## src/rtl/mem_port_arbiter_if.sv

```systemverilog
// rtl/mem_port_arbiter_if.sv - memory-side request/ready bus shared by the arbiter and the memory model
`ifndef WORD_WIDTH
`define WORD_WIDTH 32
`endif

interface mem_port_arbiter_if #(
  parameter int W = `WORD_WIDTH
);
  logic         m_req;
  logic         m_we;
  logic [W-1:0] m_addr;
  logic [W-1:0] m_wdata;
  logic         m_ready;
  logic [W-1:0] m_rdata;

  // arbiter side: issues requests, receives completion and read data
  modport master (
    output m_req, m_we, m_addr, m_wdata,
    input  m_ready, m_rdata
  );

  // memory side: accepts requests, returns completion and read data
  modport slave (
    input  m_req, m_we, m_addr, m_wdata,
    output m_ready, m_rdata
  );
endinterface

```

## src/rtl/mem_port_arbiter.sv

```systemverilog
// rtl/mem_port_arbiter.sv - fetch/data arbiter for a single-port memory; optional counters under ARB_STATS_EN
`ifndef WORD_WIDTH
`define WORD_WIDTH 32
`endif

module mem_port_arbiter #(
  parameter int W        = `WORD_WIDTH,
  parameter int MAX_WAIT = 4,
  parameter int CNT_W    = 3
) (
  input  logic                 clk,
  input  logic                 rst,
  input  logic                 i_req,
  input  logic [W-1:0]         i_addr,
  output logic                 i_ack,
  output logic [W-1:0]         i_rdata,
  input  logic                 d_load_en,
  input  logic                 d_store_en,
  input  logic [W-1:0]         d_addr,
  input  logic [W-1:0]         d_wdata,
  output logic                 d_ack,
  output logic [W-1:0]         d_rdata,
  mem_port_arbiter_if.master   mem,
  output logic                 busy,
  output logic [W-1:0]         stat_i_grants,
  output logic [W-1:0]         stat_d_grants,
  output logic [W-1:0]         stat_wait_cycles
);

  typedef enum logic [1:0] {IDLE, MEM, ACK} state_t;

  localparam logic [CNT_W-1:0] MAX_CNT = CNT_W'(MAX_WAIT);

  state_t           state, state_nxt;
  logic             d_req;
  logic             grant_i, grant_d;
  logic             owner_d;
  logic [CNT_W-1:0] starve_cnt;

  assign d_req = d_load_en | d_store_en;

  // state register
  always_ff @(posedge clk) begin
    if (rst) state <= IDLE;
    else     state <= state_nxt;
  end

  // arbitration and next-state: data wins ties unless fetch has lost MAX_WAIT times in a row
  always_comb begin
    state_nxt = state;
    grant_i   = 1'b0;
    grant_d   = 1'b0;
    case (state)
      IDLE: begin
        if (i_req && (!d_req || starve_cnt == MAX_CNT)) grant_i = 1'b1;
        else if (d_req)                                  grant_d = 1'b1;
        if (grant_i || grant_d) state_nxt = MEM;
      end
      MEM:     if (mem.m_ready) state_nxt = ACK;
      ACK:     state_nxt = IDLE;
      default: state_nxt = IDLE;
    endcase
  end

  // memory bus, read-data capture and completion pulses; rst abandons any in-flight access
  always_ff @(posedge clk) begin
    if (rst) begin
      mem.m_req   <= 1'b0;
      mem.m_we    <= 1'b0;
      mem.m_addr  <= '0;
      mem.m_wdata <= '0;
      owner_d     <= 1'b0;
      i_ack       <= 1'b0;
      d_ack       <= 1'b0;
      i_rdata     <= '0;
      d_rdata     <= '0;
      busy        <= 1'b0;
    end else begin
      i_ack <= 1'b0;
      d_ack <= 1'b0;
      busy  <= (state_nxt != IDLE);
      if (grant_i || grant_d) begin
        owner_d     <= grant_d;
        mem.m_req   <= 1'b1;
        mem.m_we    <= grant_d & d_store_en;
        mem.m_addr  <= grant_d ? d_addr : i_addr;
        mem.m_wdata <= d_wdata;
      end else if (state == MEM && mem.m_ready) begin
        mem.m_req <= 1'b0;
        mem.m_we  <= 1'b0;
        if (owner_d) begin
          d_ack <= 1'b1;
          // stores complete without touching the load result register
          if (!mem.m_we) d_rdata <= mem.m_rdata;
        end else begin
          i_ack   <= 1'b1;
          i_rdata <= mem.m_rdata;
        end
      end
    end
  end

  // fetch starvation counter: counts data wins over a waiting fetch, saturating
  always_ff @(posedge clk) begin
    if (rst) begin
      starve_cnt <= '0;
    end else if (grant_i) begin
      starve_cnt <= '0;
    end else if (grant_d && i_req && starve_cnt != MAX_CNT) begin
      starve_cnt <= starve_cnt + 1'b1;
    end
  end

`ifdef ARB_STATS_EN
  // grant and contention counters, wrapping at 2^W
  always_ff @(posedge clk) begin
    if (rst) begin
      stat_i_grants    <= '0;
      stat_d_grants    <= '0;
      stat_wait_cycles <= '0;
    end else begin
      if (grant_i) stat_i_grants <= stat_i_grants + 1'b1;
      if (grant_d) stat_d_grants <= stat_d_grants + 1'b1;
      if (state != IDLE && (owner_d ? i_req : d_req))
        stat_wait_cycles <= stat_wait_cycles + 1'b1;
    end
  end
`else
  assign stat_i_grants    = '0;
  assign stat_d_grants    = '0;
  assign stat_wait_cycles = '0;
`endif

endmodule

```

## src/flat_wrapper.sv

```systemverilog
// flat-port wrapper written by rule: the top's interface ports become plain ports
module mem_port_arbiter_flat 
#(
  parameter int W        = `WORD_WIDTH,
  parameter int MAX_WAIT = 4,
  parameter int CNT_W    = 3
)
  (clk, rst, i_req, i_addr, i_ack, i_rdata, d_load_en, d_store_en, d_addr, d_wdata, d_ack, d_rdata, busy, stat_i_grants, stat_d_grants, stat_wait_cycles, mem_m_req, mem_m_we, mem_m_addr, mem_m_wdata, mem_m_ready, mem_m_rdata);
  mem_port_arbiter_if #(.W(W)) mem_i ();
  input  logic clk;
  input  logic rst;
  input  logic i_req;
  input  logic [W-1:0] i_addr;
  output logic i_ack;
  output logic [W-1:0] i_rdata;
  input  logic d_load_en;
  input  logic d_store_en;
  input  logic [W-1:0] d_addr;
  input  logic [W-1:0] d_wdata;
  output logic d_ack;
  output logic [W-1:0] d_rdata;
  output logic busy;
  output logic [W-1:0] stat_i_grants;
  output logic [W-1:0] stat_d_grants;
  output logic [W-1:0] stat_wait_cycles;
  output wire logic [$bits(mem_i.m_req)-1:0] mem_m_req;
  output wire logic [$bits(mem_i.m_we)-1:0] mem_m_we;
  output wire logic [$bits(mem_i.m_addr)-1:0] mem_m_addr;
  output wire logic [$bits(mem_i.m_wdata)-1:0] mem_m_wdata;
  input wire logic [$bits(mem_i.m_ready)-1:0] mem_m_ready;
  input wire logic [$bits(mem_i.m_rdata)-1:0] mem_m_rdata;
  assign mem_m_req = mem_i.m_req;
  assign mem_m_we = mem_i.m_we;
  assign mem_m_addr = mem_i.m_addr;
  assign mem_m_wdata = mem_i.m_wdata;
  assign mem_i.m_ready = mem_m_ready;
  assign mem_i.m_rdata = mem_m_rdata;
  mem_port_arbiter #(.W(W), .MAX_WAIT(MAX_WAIT), .CNT_W(CNT_W)) u_core (.clk(clk), .rst(rst), .i_req(i_req), .i_addr(i_addr), .i_ack(i_ack), .i_rdata(i_rdata), .d_load_en(d_load_en), .d_store_en(d_store_en), .d_addr(d_addr), .d_wdata(d_wdata), .d_ack(d_ack), .d_rdata(d_rdata), .mem(mem_i), .busy(busy), .stat_i_grants(stat_i_grants), .stat_d_grants(stat_d_grants), .stat_wait_cycles(stat_wait_cycles));
endmodule
```

## config.mk

```make
export PLATFORM = sky130hd
export DESIGN_NAME = mem_port_arbiter_flat
export DESIGN_NICKNAME = d
export VERILOG_FILES = /design/src/rtl/mem_port_arbiter_if.sv /design/src/rtl/mem_port_arbiter.sv /design/src/flat_wrapper.sv
export SDC_FILE = /design/constraint.sdc
export NUM_CORES = 1
export LEC_CHECK = 0
export ABC_CLOCK_PERIOD_IN_PS = 2900
export BUFFER_PORTS_ARGS = -buffer_cell sky130_fd_sc_hd__buf_2
export CAP_MARGIN = 40
export CORE_AREA = 2 2 141 143
export DETAILED_ROUTE_END_ITERATION = 8
export DIE_AREA = 0 0 143 145
export HOLD_SLACK_MARGIN = 0.05
export PLACE_DENSITY = 0.71
export SLEW_MARGIN = 25
export SYNTH_ARGS = -nofsm -noshare
export SYNTH_HDL_FRONTEND = slang
export SYNTH_SLANG_ARGS = --single-unit
```

## constraint.sdc

```tcl
create_clock -name clk -period 2.9 [get_ports clk]
set_input_delay 0.145 -clock clk [delete_from_list [all_inputs] [get_ports clk]]
set_output_delay 0.145 -clock clk [all_outputs]
set_load 0.02 [all_outputs]
```

==> impl_results.md, run 1 <==
- Outcome: finished clean
- Die ar.: 0.02074 mm2
- Worst Path Buf+Inv: 3
- Switch Pwr: between 1.5 and 2 mW
- CTS resizes: 0
- Number of synthesized register bits: 139
- WL final: between 15 and 20 mm
- First-pass GRT wire length: 27.01 mm
- Utilization after layout: 43.58%
- Slowest cell on the critical path: a311o_1
- Pwr Density: 661.1 mW/mm2
- Crit-path cells: dlygate4sd3_1 > buf_2 > nor2_1 > a311o_1 > buf_4 > nor3_1 > nor4_1
- # Post-CTS Setup Buffers: 0
- Setup crit start kind: input pin
- Sink Count: 139
- CP delay by family, top: buffers and inverters
- Layout cells sized above 1: 29.74%
- Die Height: 145 um
- Setup violators final: 0
- Diode count: 0
- Num rows: 51
- Worst hold margin: 0.09200 ns
- DRC viols: 0
- Via density per instance: 4.404
- Overflow after GRT: 0
- Syn. warnings: 0
- Clock transition at path regs: 0.06 ns
- Internal power: 3.912 mW
- Tmin final: 2.087 ns
- HP Class: in -> reg
- P&R area growth vs syn: 42.98%
- Worst vdd ir: 0.0003747 V
- Drt pass-1 iters: 5
- TritonCTS clock tree: built
- Max-slew violations: 0
- Max-cap violations: 0
- Die Wd: 143 um
- Cells after Synth: 743
- First DRT Iteration DRCs: 209
- Clk_skew: between 0.01 and 0.015 ns
- Vias in the first global route: 5407
- CP peak stage delay: 0.56 ns
- Initial antenna violation count: 0
- CTS Buf Count: 17
- Asr flop ratio synth: 0%
- Slew margin rel.: 50.71%
- Register share of total power: 38.3%
- IO Count: 363
- Setup TNS: 0 ns
- Avg Cell Area, Syn: ~8 um2
- Final Hold Fails: 0
- Critical path arrival: 2.39 ns
- IO Port Bufs: between 200 and 300
- Top-area cell type share of the netlist area: 47.53%
- Filler Cell Count: 1871
- Final Wtd Congestion: 0.7801
- CTS root buffer: clkbuf_16
- CP Capture Type: flop
- HPWL Detailed: 11.60 mm
- Netlist cell types: 30
- Setup CP Type: in -> reg
- Core area: 0.01921 mm2
- Top FF cell, synth: dfxtp_1
- WP data required: 3.21 ns
- Non-filler cells, final: 1331
- Wirelength per Cell: 13.21 um
- Hold_buf cts: 66
- Comb power frac: 19.1%
- Crit Path Max Fanout: 12
- All-layer global routing usage: about 16%
- Final layout net count: 1189
- Post-synth EDFFs: 0
- Pwr Total: 5.533 mW
- Mapped cell area: 0.005854 mm2
- H-tree depth: 4
- Most common cell after layout, fill and taps aside: buf_2
- Sw Ratio: between 20 and 30%
- RSZ-0062 raised after global routing: no
- Register area share after synthesis: 47.53%
- Part of the power in the clock network: 42.6%
- Clock latency at the later pin of the worst-skew pair: 0.41 ns
- LEAKAGE: approximately 3.9 nW
- Period utilisation layout: approximately 70%
- Worst-margin pin slew: ~0.74 ns
- DP Cell Count: 1233
- Antenna violation net count after detailed routing: 0
- Via count: around 6000
- Ranking of synthesized cells by area: dfxtp_1, buf_4, nand2_1
- Fmax: 0.4792 GHz
- Maximum clock path buffer count: 2
- Initial Util: 30.48%
- Largest net degree at the start of global routing: 68
- Most frequent cells in the layout: buf_2, nand2_1, dfxtp_1
- Synth area leader: dfxtp_1
==> state kept, by name, summed over array words and instances (netlist names) <==
name	count
u_core.state	2
u_core.starve_cnt	3
u_core.mem.m_addr	32
u_core.d_ack	1
u_core.owner_d	1
u_core.d_rdata	32
u_core.busy	1
u_core.mem.m_we	1
u_core.i_ack	1
u_core.mem.m_wdata	32
u_core.i_rdata	32
u_core.mem.m_req	1
==> cell usage after synthesis, types with 2 or more instances <==
library cell  number
a211oi_1           2
or3b_1             2
nand2_1          194
nor4_1            32
ha_1               2
a21oi_1          100
inv_1              3
buf_4             99
nor2_1            39
nor3_1            66
dfxtp_1          139
clkbuf_1          28
buf_2             20
==> power groups by stage <==
stage,combinational [mW],sequential (mW),clock [mW]
after floorplan,0.575,2.32,0
after global placement,0.979,2.16,0
after detailed placement,0.985,2.16,0
after CTS,1.06,2.12,2.43
after global routing,1.15,2.13,2.51
final,1.06,2.12,2.36
==> metrics by stage <==
stage	area, um2	setup slack (ns)
CTS	8371	0.9129
global route	8371	0.6904
finish	8371	0.8132
global placement	7068	1.051
detailed placement	7068	0.9338
floorplan	6211	1.373
==> logic make-up after synthesis <==
| logic type | synth area share [%] |
|---|---|
| multiplexers | 0.1710 |
| AND/OR/NAND/NOR | 25.56 |
| flip-flops | 47.53 |
| AO/OA/AOI/OAI | 9.788 |
| buffers and inverters | 16.46 |
| other | 0.06405 |
| adder cells (fa/ha/maj) | 0.4274 |
==> layout make-up <==
class                           instances  area (um2)  area share (%)
Timing Repair Buffer                  344        2122           25.35
Multi-Input combinational cell        548        2481           29.64
Clock buffer                           20       456.7           5.456
Inverter                                3       11.26          0.1345
Sequential cell                       139        2783           33.24
Clock inverter                         12       185.2           2.212
Tap cell                              265       331.6           3.961
==> routing by layer <==
| metal | share of wire (%) | wire length, um | global-route usage (%) | vias to the layer above |
|---|---|---|---|---|
| li1 | - | - | - | 2894 |
| met5 | 0 | 0 | 0 | - |
| met3 | 7.9 | 1383 | 5.083 | 31 |
| met1 | 40 | 7026 | 18.43 | 2660 |
| met4 | 2.5 | 438 | 6.436 | 0 |
| met2 | 50 | 8736 | 28.33 | 277 |
==> final timing paths <==
path | slack (ns) | start | to | depth (start not counted)
hold reg to reg | 0.45 | u_core.mem.m_req$_SDFFE_PP0P_ | u_core.mem.m_req$_SDFFE_PP0P_ | 2
setup / recovery | 0.81 | d_store_en | u_core.mem.m_addr[28]$_SDFFE_PP0P_ | 7
setup reg to reg | 0.91 | u_core.starve_cnt[0]$_SDFFE_PP0P_ | u_core.mem.m_addr[28]$_SDFFE_PP0P_ | 6
hold / removal | 0.09 | rst | u_core.state[1]$_SDFF_PP0_ | 2
No activity file was read; power rests on OpenSTA's default activity.
==> inputs of run 2 (changes only) <==
ABC_CLOCK_PERIOD_IN_PS = 1800   (was 2900)
PLACE_DENSITY = 0.74   (was 0.71)
clock period = 1.8 ns   (was 2.9 ns; I/O delays follow)
==> run 2 against run 1 <==
Compared with the run above: sequential power rose by 61%; worst hold slack lost 0.064 ns; wire length increased by 9.0%; critical path type is now reg -> reg; critical endpoint is now u_core.mem.m_addr[6]$_SDFFE_PP0P_.
==> impl_results.md, run 2 (synthesized netlist as in run 1, its figures left out) <==
- IO Port Bufs: between 200 and 300
- R2R Path End: u_core.mem.m_addr[6]$_SDFFE_PP0P_
- Sink Count: 139
- Antenna violation net count after detailed routing: 0
- IO Count: 363
- Via density per instance: 4.476
- Pwr Total: between 8 and 9 mW
- Most common cell after layout, fill and taps aside: buf_2
- Register-to-Register Path Depth: 7
- Largest net degree at the start of global routing: approximately 60
- H-tree depth: 4
- Fmax: 0.5736 GHz
- Outcome: finished clean
- Wirelength per Cell: ~14 um
- Overflow after GRT: 0
- Max-cap violations: 0
- Die ar.: 0.02074 mm2
- CP delay by family, top: buffers and inverters
- HPWL Detailed: 11.91 mm
- Initial antenna violation count: 0
- Num rows: 51
- WP data required: 2.10 ns
- Die Height: between 100 and 150 um
- Clock transition at path regs: 0.06 ns
- First DRT Iteration DRCs: 210
- Max-slew violations: 0
- DRC viols: 0
- Most frequent cells in the layout: buf_2, nand2_1, dfxtp_1
- Crit Path Max Fanout: 16
- Reg-to-reg critical path startpoint: u_core.starve_cnt[0]$_SDFFE_PP0P_
- Pwr Density: 1003 mW/mm2
- Design Area, Final: 0.008803 mm2
- CTS Buf Count: 17
- WL final: approximately 19 mm
- TritonCTS clock tree: built
- Period utilisation layout: 96.86%
- Worst-margin pin slew: 0.5878 ns
- Slew margin rel.: 60.81%
- Worst vdd ir: 0.0005831 V
- Register share of total power: 38.8%
- Maximum clock path buffer count: 2
- Final Wtd Congestion: 0.7830
- Layout cells sized above 1: 29.56%
- Hold Startpoint: i_addr[29]
- Initial Util: 30.48%
- Area post-placement: 0.007153 mm2
- Final Hold Fails: 0
- Part of the power in the clock network: 40.2%
- Slowest cell on the critical path: dfxtp_1
- Comb power frac: approximately a fifth
- Worst hold path endpoint: u_core.mem.m_addr[29]$_SDFFE_PP0P_
- Setup crit start kind: flop
- HP Class: in -> reg
- Via count: about 6000
- Critical path arrival: roughly 2 ns
- Worst Path Buf+Inv: 3
- Setup violators final: 0
- Internal power: 6.161 mW
- All-layer global routing usage: approximately 17%
- RSZ-0062 raised after global routing: no
- R2R setup slack: 0.06 ns
- Setup TNS: 0 ns
- CP Capture Type: flop
- CTS root buffer: clkbuf_16
- Sw Ratio: 30.21%
- Core area: 0.01921 mm2
- LEAKAGE: 4.084 nW
- Utilization after layout: 45.83%
- P&R area growth vs syn: 50.37%
- Diode count: 0
- Drt pass-1 iters: 4
- Crit-path cells: inv_1 > ha_1 > a311oi_4 > buf_6 > clkbuf_16 > nor3_1 > nor4_1
- Switch Pwr: around 2.7 mW
- Clk_skew: 0.01164 ns
- Tmin final: 1.743 ns
- Vias in the first global route: 5847
- First-pass GRT wire length: 28.66 mm
- Setup CP Type: reg -> reg
- Final layout net count: 1226
- Die Wd: between 100 and 150 um
- Hold-critical path depth: 3
- Worst hold margin: 0.02764 ns
- CP peak stage delay: between 0.3 and 0.4 ns
- Clock latency at the later pin of the worst-skew pair: between 0.4 and 0.5 ns
run 2: cell count changes in the layout (fill, tap and decap cells not counted), moves of 2 or more:
cell / change
nor3_1: -2
nor3_2: +2
bufinv_16: -2
buf_4: -2
dlygate4sd3_1: +31
clkbuf_16: +2
clkinv_4: +2
buf_12: +5
run 2: area by class of cell:
type	count	area [um2]
Timing Repair Buffer	381	2579
Inverter	3	11.26
Multi-Input combinational cell	548	2494
Tap cell	265	331.6
Sequential cell	139	2783
Clock buffer	20	466.7
Fill cell	1833	10400
Clock inverter	12	138.9
run 2: worst max path at each step:
stage,end,cells after the start,from,slack [ns]
final,u_core.mem.m_addr[6]$_SDFFE_PP0P_,7,u_core.starve_cnt[0]$_SDFFE_PP0P_,0.06
after global routing,u_core.mem.m_addr[12]$_SDFFE_PP0P_,7,u_core.starve_cnt[0]$_SDFFE_PP0P_,0.007
after CTS,u_core.i_rdata[25]$_SDFFE_PP0P_,4,u_core.state[1]$_SDFF_PP0_,0.08
after detailed placement,u_core.i_rdata[25]$_SDFFE_PP0P_,4,u_core.state[1]$_SDFF_PP0_,0.10
after global placement,u_core.i_rdata[4]$_SDFFE_PP0P_,4,u_core.state[1]$_SDFF_PP0_,0.17
after floorplan,u_core.mem.m_addr[28]$_SDFFE_PP0P_,6,u_core.starve_cnt[0]$_SDFFE_PP0P_,0.27
run 2: power by group through the flow:
stage / clock [mW] / sequential [mW] / combinational (mW)
4_1_cts: 3.65 / 3.41 / 1.80
3_5_place_dp: 0 / 3.48 / 1.63
2_1_floorplan: 0 / 3.74 / 0.927
3_3_place_gp: 0 / 3.48 / 1.61
5_1_grt: 3.77 / 3.44 / 2.01
6_report: 3.55 / 3.42 / 1.86
run 2: layer usage:
metal  vias up  track usage [%]  part of all wire (%)
met4         0            7.426                   3.1
met1      2814            17.51                    37
met3        38            4.917                   8.2
li1       2961                -                     -
met5         -                0                     0
met2       310            32.87                    52
run 2: per-stage QoR:
step | cells | setup WS (ns)
after floorplan | 838 | 0.2732
after global placement | 1236 | 0.1713
after detailed placement | 1236 | 0.1011
after CTS | 1365 | 0.08362
after global routing | 1368 | 0.007140
final | 1368 | 0.05654
run 2: timing repair:
action / in CTS / in global routing
hold endpoints to repair: 124 / 0
setup buffers: 0 / 1
resized for setup: 0 / 4
hold buffers: 97 / 0
setup endpoints to repair: 0 / 11
run 2: worst register-to-register path: cells and delay by family, from the launching register on:
family                     cells  cell delay (ns)
adders and majority gates      1             0.26
and+or+nand+nor                2             0.33
DFF                            1             0.33
AOI/OAI and AO/OA              1             0.31
buffers and inverters          3             0.43
